--- src/rtl/mem_bus_ctrl.sv ---
// CPU memory-stage to single-port data BRAM bridge for byte/half/word loads and stores.
// Latency: a store drives the BRAM one cycle after accept; a load result lands READ_LATENCY+1 clocks after accept.
// Backpressure: busy_out is high while an access is pending or running; a dispatch seen while not idle is dropped.
module mem_bus_ctrl #(
   parameter int ADDR_WIDTH   = 14,
   parameter int READ_LATENCY = 2
) (
   input  logic                  clk_in,
   input  logic                  rst_in,
   input  logic [31:0]           addr_in,
   input  logic [1:0]            mem_width_in,
   input  logic                  dispatch_read_in,
   input  logic                  dispatch_write_in,
   input  logic [31:0]           write_data_in,
   output logic                  busy_out,
   output logic [31:0]           read_data_out,
   output logic                  err_out,
   output logic [ADDR_WIDTH-1:0] bram_addr_out,
   output logic [3:0]            bram_we_out,
   output logic [31:0]           bram_din_out,
   input  logic [31:0]           bram_dout_in
);

   localparam int CNT_W = (READ_LATENCY < 1) ? 1 : $clog2(READ_LATENCY + 1);

   typedef enum logic [1:0] {
      IDLE  = 2'd0,
      READ  = 2'd1,
      WRITE = 2'd2
   } state_e;

   typedef enum logic [1:0] {
      W_BYTE  = 2'd0,
      W_WORD  = 2'd1,
      W_DWORD = 2'd2,
      W_BAD   = 2'd3
   } width_e;

   // Request context that must survive until a load completes.
   typedef struct packed {
      logic [1:0] lane;
      width_e     width;
   } req_t;

   state_e            state;
   req_t              req_q;
   logic [CNT_W-1:0]  lat_cnt;

   width_e            req_width;
   logic              any_dispatch;
   logic              both_dispatch;
   logic              req_bad;
   logic [3:0]        we_mask;
   logic [31:0]       din_lanes;
   logic [31:0]       rd_shift;
   logic [31:0]       rd_lane;

   // Upper address bits lie outside the BRAM window and are deliberately ignored.
   logic              unused_addr_bits;
   assign unused_addr_bits = ^addr_in[31:ADDR_WIDTH+2];

   assign req_width     = width_e'(mem_width_in);
   assign any_dispatch  = dispatch_read_in | dispatch_write_in;
   assign both_dispatch = dispatch_read_in & dispatch_write_in;

   // Busy covers the dispatch cycle itself so the CPU stalls without waiting a clock.
   assign busy_out = ~rst_in & ((state != IDLE) | any_dispatch);

   // Decode the incoming request: legality, byte enables and lane-replicated store data.
   always_comb begin
      req_bad   = 1'b0;
      we_mask   = 4'b0000;
      din_lanes = write_data_in;
      case (req_width)
         W_BYTE: begin
            we_mask   = 4'b0001 << addr_in[1:0];
            din_lanes = {4{write_data_in[7:0]}};
         end
         W_WORD: begin
            req_bad   = addr_in[0];
            we_mask   = addr_in[1] ? 4'b1100 : 4'b0011;
            din_lanes = {2{write_data_in[15:0]}};
         end
         W_DWORD: begin
            req_bad   = (addr_in[1:0] != 2'b00);
            we_mask   = 4'b1111;
            din_lanes = write_data_in;
         end
         default: begin
            req_bad   = 1'b1;
            we_mask   = 4'b0000;
            din_lanes = write_data_in;
         end
      endcase
   end

   // Pull the addressed byte or half out of the BRAM word and zero-extend it.
   always_comb begin
      rd_shift = bram_dout_in >> {req_q.lane, 3'b000};
      rd_lane  = bram_dout_in;
      case (req_q.width)
         W_BYTE:  rd_lane = {24'd0, rd_shift[7:0]};
         W_WORD:  rd_lane = {16'd0, rd_shift[15:0]};
         default: rd_lane = bram_dout_in;
      endcase
   end

   // Control FSM with registered BRAM strobes, error pulse and load result.
   always_ff @(posedge clk_in) begin
      if (rst_in) begin
         state         <= IDLE;
         req_q         <= '{lane: 2'b00, width: W_BYTE};
         lat_cnt       <= '0;
         bram_addr_out <= '0;
         bram_we_out   <= 4'b0000;
         bram_din_out  <= '0;
         read_data_out <= '0;
         err_out       <= 1'b0;
      end else begin
         err_out <= 1'b0;
         case (state)
            IDLE: begin
               if (any_dispatch) begin
                  // Simultaneous read+write resolves to the write but is still flagged.
                  err_out <= req_bad | both_dispatch;
                  if (!req_bad) begin
                     req_q         <= '{lane: addr_in[1:0], width: req_width};
                     bram_addr_out <= addr_in[ADDR_WIDTH+1:2];
                     if (dispatch_write_in) begin
                        state        <= WRITE;
                        bram_we_out  <= we_mask;
                        bram_din_out <= din_lanes;
                     end else begin
                        state   <= READ;
                        lat_cnt <= '0;
                     end
                  end
               end
            end
            READ: begin
               if (lat_cnt == CNT_W'(READ_LATENCY)) begin
                  read_data_out <= rd_lane;
                  state         <= IDLE;
               end else begin
                  lat_cnt <= lat_cnt + 1'b1;
               end
            end
            WRITE: begin
               bram_we_out  <= 4'b0000;
               bram_din_out <= '0;
               state        <= IDLE;
            end
            default: begin
               state <= IDLE;
            end
         endcase
      end
   end

endmodule
--- config.mk ---
export PLATFORM = sky130hd
export DESIGN_NAME = mem_bus_ctrl
export DESIGN_NICKNAME = d
export VERILOG_FILES = /design/src/rtl/mem_bus_ctrl.sv
export SDC_FILE = /design/constraint.sdc
export NUM_CORES = 1
export LEC_CHECK = 0
export ABC_AREA = 1
export BUFFER_PORTS_ARGS = -buffer_cell sky130_fd_sc_hd__clkbuf_2
export CORE_MARGIN = 2
export CORE_UTILIZATION = 53
export CTS_CLUSTER_SIZE = 25
export DETAILED_ROUTE_END_ITERATION = 8
export PLACE_DENSITY = 0.94
export SYNTH_ARGS = -nofsm -noshare
export SYNTH_HDL_FRONTEND = slang
export SYNTH_SLANG_ARGS = --single-unit
export TNS_END_PERCENT = 30
--- constraint.sdc ---
create_clock -name clk_in -period 2.8 [get_ports clk_in]
set_clock_uncertainty 0.15 [all_clocks]
set_input_delay 0.28 -clock clk_in [delete_from_list [all_inputs] [get_ports clk_in]]
set_output_delay 0.28 -clock clk_in [all_outputs]
set_load 0.02 [all_outputs]
==> flow_metrics.env, run 1 <==
export IMPL_grt_use_total=0.259
export IMPL_p_int_mw=2.11
export IMPL_maxSlewHeadroom=0.555
export IMPL_fmax_mhz=492
export IMPL_outcome="completed"
export IMPL_hold_path_depth=3
export IMPL_clkPwrFrac=0.287
export IMPL_hold_path_class="input pin to register"
export IMPL_cts_root_to_sink_buffers=2
export IMPL_yosys_warnings=0
export IMPL_fin_area_sq_mm=0.00565
export IMPL_grt_pass1_vias=4579
export IMPL_slew_violations=0
export IMPL_gp_congestion=0.893
export IMPL_finalSetupViolations=0
export IMPL_timing_critical_path_max_delay_family="flip-flops"
export IMPL_synth_top_area_share=0.392
export IMPL_syn_to_final_growth_pct=21.5
export IMPL_seqPwrFrac=0.465
export IMPL_core_region_area_sq_mm=0.00859
export IMPL_cts_root_buf="clkbuf_8"
export IMPL_min_from="addr_in[4]"
export IMPL_layout_commonest_cell="nand2_1"
export IMPL_p_leak_nw=2.86
export IMPL_cp_arrival_ns=2.13
export IMPL_grt_start_max_net_pins=64
export IMPL_synthTopCellsByArea="dfxtp_1 39%, nand2_1 16%, nand3_1 10%, a21oi_1 10%, nor2_1 5.2%"
export IMPL_sw_frac_of_total=0.320
export IMPL_die_w_um=97.7
export IMPL_required_ns=2.90
export IMPL_wl_mm=12.5
export IMPL_synth_seq_cells=91
export IMPL_ios=186
export IMPL_drc=0
export IMPL_ys_seq_area_frac=0.392
export IMPL_via_per_inst=5.29
export IMPL_dieHeight_um=97.7
export IMPL_crit_type="register to register"
export IMPL_wl_met3_mm=1.03
export IMPL_crit_fanout=24
export IMPL_post_cts_buffers=0
export IMPL_hold_viol=0
export IMPL_wire_per_inst_um=12.9
export IMPL_via_count=5124
export IMPL_slowest_delay_ns=0.72
export IMPL_cap_violations=0
export IMPL_p_sw_mw=0.996
export IMPL_rows=34
export IMPL_fin_crit_sh=0.726
export IMPL_cts_resized_gates=0
export IMPL_cts_sinks=91
export IMPL_h_tree_depth=3
export IMPL_crit_path_start="req_q[2]$_SDFFE_PP0P_"
export IMPL_met2_length_mm=6.04
export IMPL_cp_num_buf_inv=1
export IMPL_rsz0062_at_grt="no"
export IMPL_final_min_clock_period_ns=2.03
export IMPL_top_layer="met4"
export IMPL_first_pass_iters=5
export IMPL_synth_cells=714
export IMPL_vdd_drop_max_uv=271
export IMPL_rr_startpoint="req_q[2]$_SDFFE_PP0P_"
export IMPL_cts_buffers=9
export IMPL_post_dp_hpwl_mm=8.91
export IMPL_portBuffers=169
export IMPL_comb_power_share=0.248
export IMPL_yosysUniqueCellTypes=25
export IMPL_ant_nets=0
export IMPL_synth_nets=817
export IMPL_crit_top_cell="nand2_1"
export IMPL_placed_area_sq_mm=0.00546
export IMPL_grt_overflow_total=0
export IMPL_rrSetupSlack_ns=0.77
export IMPL_p_per_area_mw_per_mm2=550
export IMPL_cp_start_kind="register"
export IMPL_finalNetCount=959
export IMPL_dieArea_sq_mm=0.00954
export IMPL_worst_pin_slew_ns=0.667
export IMPL_clkTransAtPathRegs_ns=0.08
export IMPL_r2r_end="read_data_out[2]$_SDFFE_PP0P_"
export IMPL_grt_pass1_wl_mm=20.6
export IMPL_drt_iter0_markers=280
export IMPL_cts_hold_fix_buffers=0
export IMPL_wl_met1_mm=5.26
export IMPL_drive_gt1_frac=0.238
export IMPL_cts_tree="yes"
export IMPL_reg2reg_depth=7
export IMPL_antenna_found_initial=0
export IMPL_syn_cell_area_sq_mm=0.00465
export IMPL_initial_core_util=0.541
export IMPL_cp_cell_sequence="inv_1 > nand2_1 > nand3_1 > o21ai_0 > nand2_1 > nand2_1 > a21oi_1"
export IMPL_yosys_area_top_type="dfxtp_1"
export IMPL_final_cell_mix="192 x nand2_1, 169 x clkbuf_2, 95 x nand3_1, 94 x a21oi_1, 91 x dfxtp_1"
export IMPL_holdPathEnd="bram_addr_out[2]$_SDFFE_PP0P_"
export IMPL_tns_ns=0
export IMPL_endpoint_kind="register"
export IMPL_num_antenna_cells=0
export IMPL_syn_area_per_cell_sq_um=6.51
export IMPL_slowest_stage="dfxtp_1"
export IMPL_clkLatencyLatePin_ns=0.36
-- cells in the mapped netlist (all sizes together) --
cell type,count
nor4,1
nand3,96
buf,34
nor2,69
nand2,195
o21ai,42
a21oi,95
nor3,1
nand4,8
ha,1
dfxtp,91
o211ai,7
inv,58
clkinv,1
clkbuf,15
-- worst min-delay path, cell delays in order --
cell	delay [ns]
clkbuf_2	0.08
nand3_1	0.07
a21oi_1	0.06
-- layer usage --
layer | vias up | global-route usage
met4 | 0 | 0.0812
met3 | 20 | 0.0734
met1 | 2293 | 0.328
met2 | 212 | 0.430
met5 | - | 0
li1 | 2599 | -
-- stage by stage --
stage / worst slack [ns] / utilization / instances / total power [mW] / hold WS [ns]
final: 0.768 / 0.658 / 968 / 3.11 / 0.0235
after CTS: 0.827 / 0.658 / 968 / 3.12 / 0.0159
after global routing: 0.547 / 0.658 / 968 / 3.29 / 0.0160
after detailed placement: 0.716 / 0.635 / 953 / 2.24 / 0.307
after global placement: 0.744 / 0.635 / 953 / 2.23 / 0.300
after floorplan: 1.35 / - / 714 / 2.02 / 0.289
-- registers in the layout, indices dropped and copies added (netlist names) --
name	flops
bram_addr_out	14
bram_din_out	32
bram_we_out	4
err_out	1
lat_cnt	2
read_data_out	32
req_q	4
state	2
-- cells by family after synthesis --
kind of cell / Yosys count / synth area share
compound gates: 144 / 0.161
fa+ha+maj: 1 / 0.00269
buf+inv: 108 / 0.108
flops: 91 / 0.392
simple gates: 370 / 0.336
-- worst max path at each step --
stage | endpoint | slack (ns) | depth (start not counted)
after floorplan | busy_out | 1.35 | 3
after global placement | bram_we_out[0]$_SDFFE_PP0P_ | 0.74 | 10
after detailed placement | bram_we_out[0]$_SDFFE_PP0P_ | 0.72 | 10
after CTS | read_data_out[6]$_SDFFE_PP0P_ | 0.83 | 7
after global routing | read_data_out[6]$_SDFFE_PP0P_ | 0.55 | 5
final | read_data_out[2]$_SDFFE_PP0P_ | 0.77 | 7
-- power by group through the flow --
stage	Combinational, mW	Sequential [mW]	Clock [mW]
global route	0.860	1.46	0.969
detailed placement	0.768	1.47	0
CTS	0.769	1.45	0.909
finish	0.771	1.45	0.891
global placement	0.754	1.47	0
floorplan	0.458	1.56	0
-- area by class of cell --
type	instances	area (sq um)
fillers	802	2940
multi-input cells	515	2320
flip-flops and latches	91	1820
repair buffers	180	953
inverters	59	221
clock buffers	13	159
well taps	108	135
clock inverters	2	35.0
Power figures use the tool's default switching activity.
==> run 2: changes to the inputs <==
--- a/config.mk
+++ b/config.mk
@@ -8,10 +8,10 @@
 export ABC_AREA = 1
 export BUFFER_PORTS_ARGS = -buffer_cell sky130_fd_sc_hd__clkbuf_2
 export CORE_MARGIN = 2
-export CORE_UTILIZATION = 53
+export CORE_UTILIZATION = 44
 export CTS_CLUSTER_SIZE = 25
 export DETAILED_ROUTE_END_ITERATION = 8
-export PLACE_DENSITY = 0.94
+export PLACE_DENSITY = 0.85
 export SYNTH_ARGS = -nofsm -noshare
 export SYNTH_HDL_FRONTEND = slang
 export SYNTH_SLANG_ARGS = --single-unit
==> constraint.sdc (replaced) <==
create_clock -name clk_in -period 1.7 [get_ports clk_in]
set_clock_uncertainty 0.15 [all_clocks]
set_input_delay 0.17 -clock clk_in [delete_from_list [all_inputs] [get_ports clk_in]]
set_output_delay 0.17 -clock clk_in [all_outputs]
set_load 0.02 [all_outputs]
==> flow_metrics.env, run 2 (synthesized netlist as in run 1, its figures left out) <==
export IMPL_grt_pass1_wl_mm=22.9
export IMPL_outcome="completed"
export IMPL_grt_overflow_total=0
export IMPL_fin_crit_sh=0.961
export IMPL_post_dp_hpwl_mm=9.54
export IMPL_crit_type="input pin to output port"
export IMPL_drive_gt1_frac=0.246
export IMPL_grt_pass1_vias=5149
export IMPL_seqPwrFrac=0.441
export IMPL_via_per_inst=5.17
export IMPL_hold_viol=0
export IMPL_grt_start_max_net_pins=40
export IMPL_die_w_um=107
export IMPL_ios=186
export IMPL_sw_frac_of_total=0.326
export IMPL_cp_num_buf_inv=3
export IMPL_syn_to_final_growth_pct=37.9
export IMPL_clkTransAtPathRegs_ns=0.10
export IMPL_placed_area_sq_mm=0.00568
export IMPL_ant_nets=0
export IMPL_layout_setup_ws_ns=0.0670
export IMPL_cts_root_to_sink_buffers=2
export IMPL_cap_violations=0
export IMPL_fill_cells=933
export IMPL_required_ns=1.38
export IMPL_clkLatencyLatePin_ns=0.35
export IMPL_via_count=5508
export IMPL_dieHeight_um=107
export IMPL_hold_path_class="input pin to register"
export IMPL_p_int_mw=3.63
export IMPL_clkPwrFrac=0.284
export IMPL_cp_arrival_ns=1.31
export IMPL_timing_critical_path_max_delay_family="buffers and inverters"
export IMPL_dp_cells=999
export IMPL_finalPower_mw=5.39
export IMPL_slowest_delay_ns=0.55
export IMPL_cts_buffers=9
export IMPL_cts_sinks=91
export IMPL_cts_tree="yes"
export IMPL_fin_area_sq_mm=0.00641
export IMPL_dieArea_sq_mm=0.0114
export IMPL_endpoint_kind="output port"
export IMPL_slew_violations=0
export IMPL_final_min_clock_period_ns=1.63
export IMPL_p_sw_mw=1.75
export IMPL_fmax_mhz=612
export IMPL_wire_per_inst_um=13.5
export IMPL_final_cell_mix="191 x nand2_1, 169 x clkbuf_2, 95 x nand3_1, 94 x a21oi_1, 90 x dfxtp_1"
export IMPL_tns_ns=0
export IMPL_maxSlewHeadroom=0.740
export IMPL_crit_top_cell="clkbuf_2"
export IMPL_wl_mm=14.4
export IMPL_rows=37
export IMPL_drt_iter0_markers=449
export IMPL_grt_use_total=0.246
export IMPL_drc=0
export IMPL_finalSetupViolations=0
export IMPL_final_util=0.624
export IMPL_crit_fanout=11
export IMPL_layout_commonest_cell="nand2_1"
export IMPL_cp_start_kind="input pin"
export IMPL_initial_core_util=0.452
export IMPL_dpl_worst_slack_ns=0.155
export IMPL_holdWs_ns=0.0106
export IMPL_slowest_stage="dlygate4sd3_1"
export IMPL_finalNetCount=1027
export IMPL_worst_pin_slew_ns=0.390
export IMPL_first_pass_iters=6
export IMPL_cts_root_buf="clkbuf_8"
export IMPL_p_leak_nw=3.19
export IMPL_portBuffers=169
export IMPL_antenna_found_initial=1
export IMPL_post_cts_buffers=0
export IMPL_vdd_drop_max_uv=431
export IMPL_h_tree_depth=3
export IMPL_gp_congestion=0.878
export IMPL_core_region_area_sq_mm=0.0103
export IMPL_comb_power_share=0.275
export IMPL_cp_cell_sequence="dlygate4sd3_1 > clkbuf_2 > a21oi_1 > clkbuf_2"
export IMPL_final_cells=1065
export IMPL_p_per_area_mw_per_mm2=841
export IMPL_largestRegisters="bram_din_out (32), read_data_out (32), bram_addr_out (14)"
[run 2: worst reg2reg max path: cells and delay by family, from the launching register on]
kind / cells / cell delay, ns
compound gates: 2 / 0.34
fa+ha+maj: 1 / 0.18
buf+inv: 3 / 0.41
flops: 1 / 0.32
simple gates: 1 / 0.09
[run 2: power by group through the flow]
stage | clock network (mW) | logic (mW) | registers, mW
after global placement | 0 | 1.34 | 2.42
final | 1.53 | 1.48 | 2.38
after CTS | 1.56 | 1.45 | 2.37
after floorplan | 0 | 0.754 | 2.57
after detailed placement | 0 | 1.35 | 2.42
after global routing | 1.62 | 1.64 | 2.39
[run 2: per-layer routing]
layer / routed length [um] / vias up / track usage
li1: - / 2742 / -
met1: 5850 / 2442 / 0.300
met2: 6950 / 271 / 0.413
met3: 1040 / 53 / 0.0401
met4: 580 / 0 / 0.136
met5: 0 / - / 0
[run 2: layout make-up]
cell class	instances	area, sq um	area share
antenna	1	2.50	0.000390
clock buffer	12	155	0.0242
clock inverter	3	46.3	0.00722
inverter	59	221	0.0345
multi-input combinational	515	2350	0.366
sequential	91	1820	0.284
tap	136	170	0.0265
timing repair buffer	248	1640	0.256
[run 2: timing repair]
item                                   in CTS  in global routing
resized for setup                           0                  8
endpoints found under the hold margin      48                  0
hold buffers                               50                  0
setup endpoints to repair                   0                 52
[run 2: final timing paths]
kind	start	to	slack [ns]	cells after the start
worst max-delay path	rst_in	busy_out	0.07	4
worst min-delay path	bram_dout_in[10]	read_data_out[10]$_SDFFE_PP0P_	0.01	3
worst max register to register	lat_cnt[0]$_SDFFE_PP0P_	read_data_out[1]$_SDFFE_PP0P_	0.13	7
worst min register to register	bram_addr_out[11]$_SDFFE_PP0P_	bram_addr_out[11]$_SDFFE_PP0P_	0.32	2
